--- config.mk ---
export PLATFORM = sky130hd
export DESIGN_NAME = ct_l2c_data_arb_ctrl
export DESIGN_NICKNAME = d
export VERILOG_FILES = /design/src/rtl/ct_l2c_data_arb_ctrl_pkg.sv /design/src/rtl/ct_l2c_data_arb_ctrl_rd_lat_pipe.sv /design/src/rtl/ct_l2c_data_arb_ctrl.sv
export SDC_FILE = /design/constraint.sdc
export NUM_CORES = 1
export LEC_CHECK = 0
export BUFFER_PORTS_ARGS = -buffer_cell sky130_fd_sc_hd__buf_2
export CELL_PAD_IN_SITES_DETAIL_PLACEMENT = 2
export CELL_PAD_IN_SITES_GLOBAL_PLACEMENT = 2
export CORE_AREA = 2 2 415 417
export CTS_CLUSTER_DIAMETER = 200
export DETAILED_ROUTE_END_ITERATION = 8
export DIE_AREA = 0 0 417 419
export PLACE_DENSITY = 0.55
export SLEW_MARGIN = 20
export SYNTH_ARGS = -nofsm -noshare
export SYNTH_HDL_FRONTEND = slang
export SYNTH_HIERARCHICAL = 1
export SYNTH_SLANG_ARGS = --single-unit
--- constraint.sdc ---
create_clock -name forever_cpuclk -period 2.57 [get_ports forever_cpuclk]
set_clock_uncertainty 0.1 [all_clocks]
set_input_delay 0 -clock forever_cpuclk [delete_from_list [all_inputs] [get_ports forever_cpuclk]]
set_output_delay 0 -clock forever_cpuclk [all_outputs]
set_load 0.01 [all_outputs]
--- src/rtl/ct_l2c_data_arb_ctrl_pkg.sv ---
// ct_l2c_data_arb_ctrl_pkg: shared FSM encoding, line/beat sizes and read-latency range
package ct_l2c_data_arb_ctrl_pkg;
    typedef enum logic [1:0] {IDLE = 2'b00, RD = 2'b01, WR = 2'b10} arb_state_t;
    localparam int BEATS_PER_LINE = 4;
    localparam int BEAT_W = 128;
    localparam int LINE_W = 512;
    localparam int RD_LAT_MIN = 1;
    localparam int RD_LAT_MAX = 3;
endpackage

--- src/rtl/ct_l2c_data_arb_ctrl_rd_lat_pipe.sv ---
// ct_l2c_data_rd_lat_pipe: RD_LAT-deep valid/beat shift that tags SRAM read data on return
module ct_l2c_data_rd_lat_pipe #(
    parameter int RD_LAT = 1
) (
    input  logic       clk,
    input  logic       rst_n,
    input  logic       in_vld,
    input  logic [1:0] in_beat,
    output logic       out_vld,
    output logic [1:0] out_beat,
    output logic       any_vld
);
    logic [RD_LAT-1:0]      vld_q;
    logic [RD_LAT-1:0][1:0] beat_q;
    // shift the issued beat along with the SRAM latency; reset drops anything in flight
    always_ff @(posedge clk or negedge rst_n) begin
        if (!rst_n) begin
            vld_q  <= '0;
            beat_q <= '0;
        end else begin
            vld_q[0]  <= in_vld;
            beat_q[0] <= in_beat;
            for (int i = 1; i < RD_LAT; i++) begin
                vld_q[i]  <= vld_q[i-1];
                beat_q[i] <= beat_q[i-1];
            end
        end
    end
    assign out_vld  = vld_q[RD_LAT-1];
    assign out_beat = beat_q[RD_LAT-1];
    assign any_vld  = |vld_q;
endmodule

--- src/rtl/ct_l2c_data_arb_ctrl.sv ---
// ct_l2c_data_arb_ctrl: read/write arbiter and 4-beat sequencer for one L2 data SRAM bank
// Option: define L2C_DATA_ARB_RR_EN for round-robin arbitration; default is write over read
module ct_l2c_data_arb_ctrl
    import ct_l2c_data_arb_ctrl_pkg::*;
#(
    parameter int DATA_INDEX_WIDTH = 13,
    parameter int RD_LAT = 1
) (
    input  logic                        forever_cpuclk,
    input  logic                        cpurst_b,
    input  logic                        rd_req_vld,
    input  logic [DATA_INDEX_WIDTH-3:0] rd_req_idx,
    output logic                        rd_req_gnt,
    input  logic                        wr_req_vld,
    input  logic [DATA_INDEX_WIDTH-3:0] wr_req_idx,
    input  logic [LINE_W-1:0]           wr_req_data,
    output logic                        wr_req_gnt,
    output logic                        rd_data_vld,
    output logic [BEAT_W-1:0]           rd_data,
    output logic [1:0]                  rd_data_beat,
    output logic                        rd_data_last,
    output logic                        ctrl_busy,
    output logic                        data_cen,
    output logic                        data_gwen,
    output logic [BEAT_W-1:0]           data_wen,
    output logic [DATA_INDEX_WIDTH-1:0] data_idx,
    output logic [BEAT_W-1:0]           data_din,
    input  logic [BEAT_W-1:0]           data_dout
);
    localparam logic [1:0] LAST_BEAT = 2'(BEATS_PER_LINE - 1);

    arb_state_t                  state, nxt_state;
    logic [1:0]                  beat, nxt_beat;
    logic [DATA_INDEX_WIDTH-3:0] line_q, nxt_line;
    logic [LINE_W-1:0]           wdata_q, nxt_wdata;
    logic                        idle, wr_win, lat_any;

    if (RD_LAT < RD_LAT_MIN || RD_LAT > RD_LAT_MAX) begin : g_bad_lat
        $error("RD_LAT must be within 1..3");
    end

    assign idle = state == IDLE && cpurst_b;

`ifdef L2C_DATA_ARB_RR_EN
    logic last_wr;
    // remember the most recent winner; cleared so the first contention goes to write
    always_ff @(posedge forever_cpuclk or negedge cpurst_b) begin
        if (!cpurst_b) last_wr <= 1'b0;
        else if (rd_req_gnt || wr_req_gnt) last_wr <= wr_req_gnt;
    end
    assign wr_win = wr_req_vld && (!rd_req_vld || !last_wr);
`else
    assign wr_win = wr_req_vld;
`endif

    // grant decode: only an idle bank accepts a request
    always_comb begin
        wr_req_gnt = idle && wr_win;
        rd_req_gnt = idle && rd_req_vld && !wr_win;
    end

    // state register, beat counter and request latches
    always_ff @(posedge forever_cpuclk or negedge cpurst_b) begin
        if (!cpurst_b) begin
            state   <= IDLE;
            beat    <= 2'd0;
            line_q  <= '0;
            wdata_q <= '0;
        end else begin
            state   <= nxt_state;
            beat    <= nxt_beat;
            line_q  <= nxt_line;
            wdata_q <= nxt_wdata;
        end
    end

    // next state: a grant opens a burst, the last beat closes it
    always_comb begin
        nxt_state = state;
        nxt_beat  = 2'd0;
        if (state == IDLE) nxt_state = wr_req_gnt ? WR : rd_req_gnt ? RD : IDLE;
        else begin
            nxt_beat  = beat + 2'd1;
            nxt_state = beat == LAST_BEAT ? IDLE : state;
        end
    end

    assign nxt_line  = rd_req_gnt ? rd_req_idx : wr_req_gnt ? wr_req_idx : line_q;
    assign nxt_wdata = wr_req_gnt ? wr_req_data : wdata_q;

    // SRAM controls registered from the next-cycle view so they line up with the burst state
    always_ff @(posedge forever_cpuclk or negedge cpurst_b) begin
        if (!cpurst_b) begin
            data_cen  <= 1'b1;
            data_gwen <= 1'b1;
            data_wen  <= '1;
            data_idx  <= '0;
            data_din  <= '0;
        end else begin
            data_cen  <= nxt_state == IDLE;
            data_gwen <= nxt_state != WR;
            data_wen  <= {BEAT_W{nxt_state != WR}};
            if (nxt_state != IDLE) data_idx <= {nxt_line, nxt_beat};
            if (nxt_state == WR) data_din <= nxt_wdata[BEAT_W*nxt_beat +: BEAT_W];
        end
    end

    ct_l2c_data_rd_lat_pipe #(.RD_LAT(RD_LAT)) u_rd_lat_pipe (
        .clk      (forever_cpuclk),
        .rst_n    (cpurst_b),
        .in_vld   (state == RD),
        .in_beat  (beat),
        .out_vld  (rd_data_vld),
        .out_beat (rd_data_beat),
        .any_vld  (lat_any)
    );

    assign rd_data      = data_dout;
    assign rd_data_last = rd_data_vld && rd_data_beat == LAST_BEAT;
    assign ctrl_busy    = state != IDLE || lat_any;
endmodule

==> impl_metrics.ini <==
[logic_synthesis]
ys_ff_latch = 673
syn_avg_cell_area_sq_um = 9.54
yosysWarnings = 6
synthTopCellsByArea = dfrtp_1 53%, nand2_1 16%, buf_4 6.1%
synth_top_area_frac = 0.531
ys.flop_type = dfrtp_1
yosysUniqueCellTypes = 35
ys_async_sr_fraction = 1.00
netlist_area_sq_um = 31600
yosysTopAreaCell = dfrtp_1
syn_inst = 3316
synth_edf_count = 0
syn_nets = 3983
synth-seq-area-share = 0.533

[place]
port_buffers = 815
place_hpwl_mm = 99.1
dpl_cell_area_sq_um = 37400
place.gp.congestion = 0.751

[sta]
rsz0062_at_grt = true
drv_slew = 0
min_period_ns = 2.52
max_freq_mhz = 396
hold_slack_ns = 0.0254
setup_viol = 0
slew_headroom = 0.367
period_share = 0.981
worstMarginPinSlew_ns = 0.950
setup_tns_ns = 0
hold_viol_final = 0

[pwr]
p_seq_frac = 0.328
combPwrFrac = 0.447
p_total_mw = 57.5
intPower_mw = 34.6
power.share.clock = 0.225
p_leak_nw = 25.3
powerDensity_nw_per_um2 = 1100
p_sw_frac = 0.399
p_switching_mw = 23.0
ir_worst_vdd_uv = 654

[route]
routed-via-count = 32300
drt_iter0_drc = 1438
dr.pass1.iters = 5
ant_nets = 0
drc_errors = 0
drt_wl_total_mm = 171
viasPerCell = 4.34
routedWlPerCell_um = 23.0

[global_routing]
grt_pass1_wl_mm = 253
antenna_found_initial = 38
grt_pass1_vias = 37600
overflow = 0
grt_max_degree = 142
grt_usage = 0.191

[clock_network]
cts.sinks = 673
cts_setup_buffers = 0
cts_buffers = 88
clk_pin_slew_ns = 0.06
clockBufferDepth = 3
root_buffer = clkbuf_16
cts_tree = yes
clock_latency_ns = 0.70
h-tree-depth = 3

[floorplanning]
dieHeight_um = 419
die_w_um = 417
die_area_sq_um = 175000
start_util = 0.185
fp-row-count = 152
pin_count = 1072
core_sq_um = 171000

[flow_run]
max-cap-violations = 0

[layout]
drive_gt1_frac = 0.264
post-route-util = 0.308
final_cell_mix = 1339 x nand2_1, 1195 x dlygate4sd3_1, 814 x buf_2
final_common_cell = nand2_1
fin_nets = 5765
syn_to_final_growth_pct = 65.9
fin_area_sq_um = 52500

[worst_setup_path]
cp.arrival_ns = 3.02
cp.depth = 7
path_cells = ha_1, nand2b_1, o31a_2, buf_12, a211oi_1, buf_4, a221o_1
required_ns = 3.07
cp-end-kind = flop
critPathBufInv = 2
crit_path_end = data_din[63]$_DFFE_PN0N_
slowest_delay_ns = 0.51
reg2reg_depth = 7
critPathLaunchType = flop
worst-path-max-fanout = 58
crit_start = beat[0]$_DFF_PN0_
r2r-start = beat[0]$_DFF_PN0_
cp_slowest_cell = a211oi_1
crit_family = compound AO/OA/AOI/OAI gates
r2r_slack_ns = 0.05
r2r_end = data_din[63]$_DFFE_PN0N_
critPathKind = flop to flop

[status]
outcome = finished, final reports clean

[worst_hold_path]
hp-class = input port to asynchronous set/reset pin
## what timing repair did
| item | CTS | global route |
|---|---|---|
| gates cloned | 0 | 0 |
| hold buffers | 1197 | 0 |
| setup endpoints to repair | 1 | 11 |
| endpoints found under the hold margin | 1178 | 0 |
| pin swaps | 0 | 1 |
| resized for setup | 0 | 6 |
## per-layer routing
layer  GRT usage  up-vias  wire length, um
met5           0        -               59
met4      0.0926        8             8190
met3      0.0297      369             6350
met2       0.353     1029            90200
met1       0.211    16600            65900
li1            -    14300                -
## registers in the layout, summed over array words and instances, names as in the netlist
signal,count
wdata_q,512
data_din,128
data_idx,13
line_q,11
beat,2
state,2
u_rd_lat_pipe/out_beat,2
data_cen,1
data_wen,1
u_rd_lat_pipe/any_vld,1
## power groups by stage
stage | clock network [mW] | logic, mW | registers [mW]
3_3_place_gp | 0 | 22.6 | 18.5
2_1_floorplan | 0 | 14.7 | 18.3
5_1_grt | 13.7 | 28.0 | 19.4
3_5_place_dp | 0 | 23.2 | 18.6
4_1_cts | 13.2 | 25.1 | 18.5
6_report | 12.9 | 25.7 | 18.9
## final cells by class
class	instances	area, sq um
fillers	18700	118000
repair buffers	2170	17800
flip-flops and latches	673	16800
multi-input cells	2161	11900
well taps	2233	2790
clock buffers	129	2540
clock inverters	26	422
diodes	37	92.6
inverters	4	32.5
## per-stage QoR
step                setup slack, ns  instances
floorplan                     0.265       3316
global placement             0.0496       6045
detailed placement           0.0399       6045
CTS                          0.0113       7396
global route               -0.00550       7431
finish                       0.0476       7433
## how the worst min path moves through the flow
stage	start	endpoint	slack, ns	cells after the start
4_1_cts	cpurst_b	wdata_q[110]$_DFF_PN0_	0.002	4
5_1_grt	wr_req_data[363]	wdata_q[363]$_DFF_PN0_	0.005	3
3_5_place_dp	cpurst_b	wdata_q[374]$_DFF_PN0_	-0.26	1
2_1_floorplan	cpurst_b	beat[0]$_DFF_PN0_	-0.40	0
3_3_place_gp	cpurst_b	wdata_q[374]$_DFF_PN0_	-0.26	1
6_report	cpurst_b	wdata_q[141]$_DFF_PN0_	0.03	3
## Yosys cell counts (9+ instances only)
master and number:
buf_2 54, a21o_1 14, nand2_1 1339, o311ai_0 10, mux2_2 160, clkbuf_1 126
nor2_1 141, buf_6 9, o21ai_0 12, dfrtp_1 671, a21oi_1 128, buf_1 30
buf_4 258, a31oi_1 11, a22oi_1 11, mux2_4 86, a211oi_1 116, a221o_1 116
## worst reg2reg max path: stages, from the launching register on
cell      delay, ns
dfrtp_1        0.40
ha_1           0.27
nand2b_1       0.19
o31a_2         0.34
buf_12         0.18
a211oi_1       0.69
buf_4          0.18
a221o_1        0.10
## cell families after synthesis
logic type                 Yosys count  share of synthesized area
buffers and inverters              482                     0.0925
DFF                                673                      0.533
muxes                              246                     0.0978
adders and majority gates            1                   0.000396
and+or+nand+nor                   1491                      0.178
AOI/OAI and AO/OA                  423                     0.0986
No activity file was read; power rests on OpenSTA's default activity.
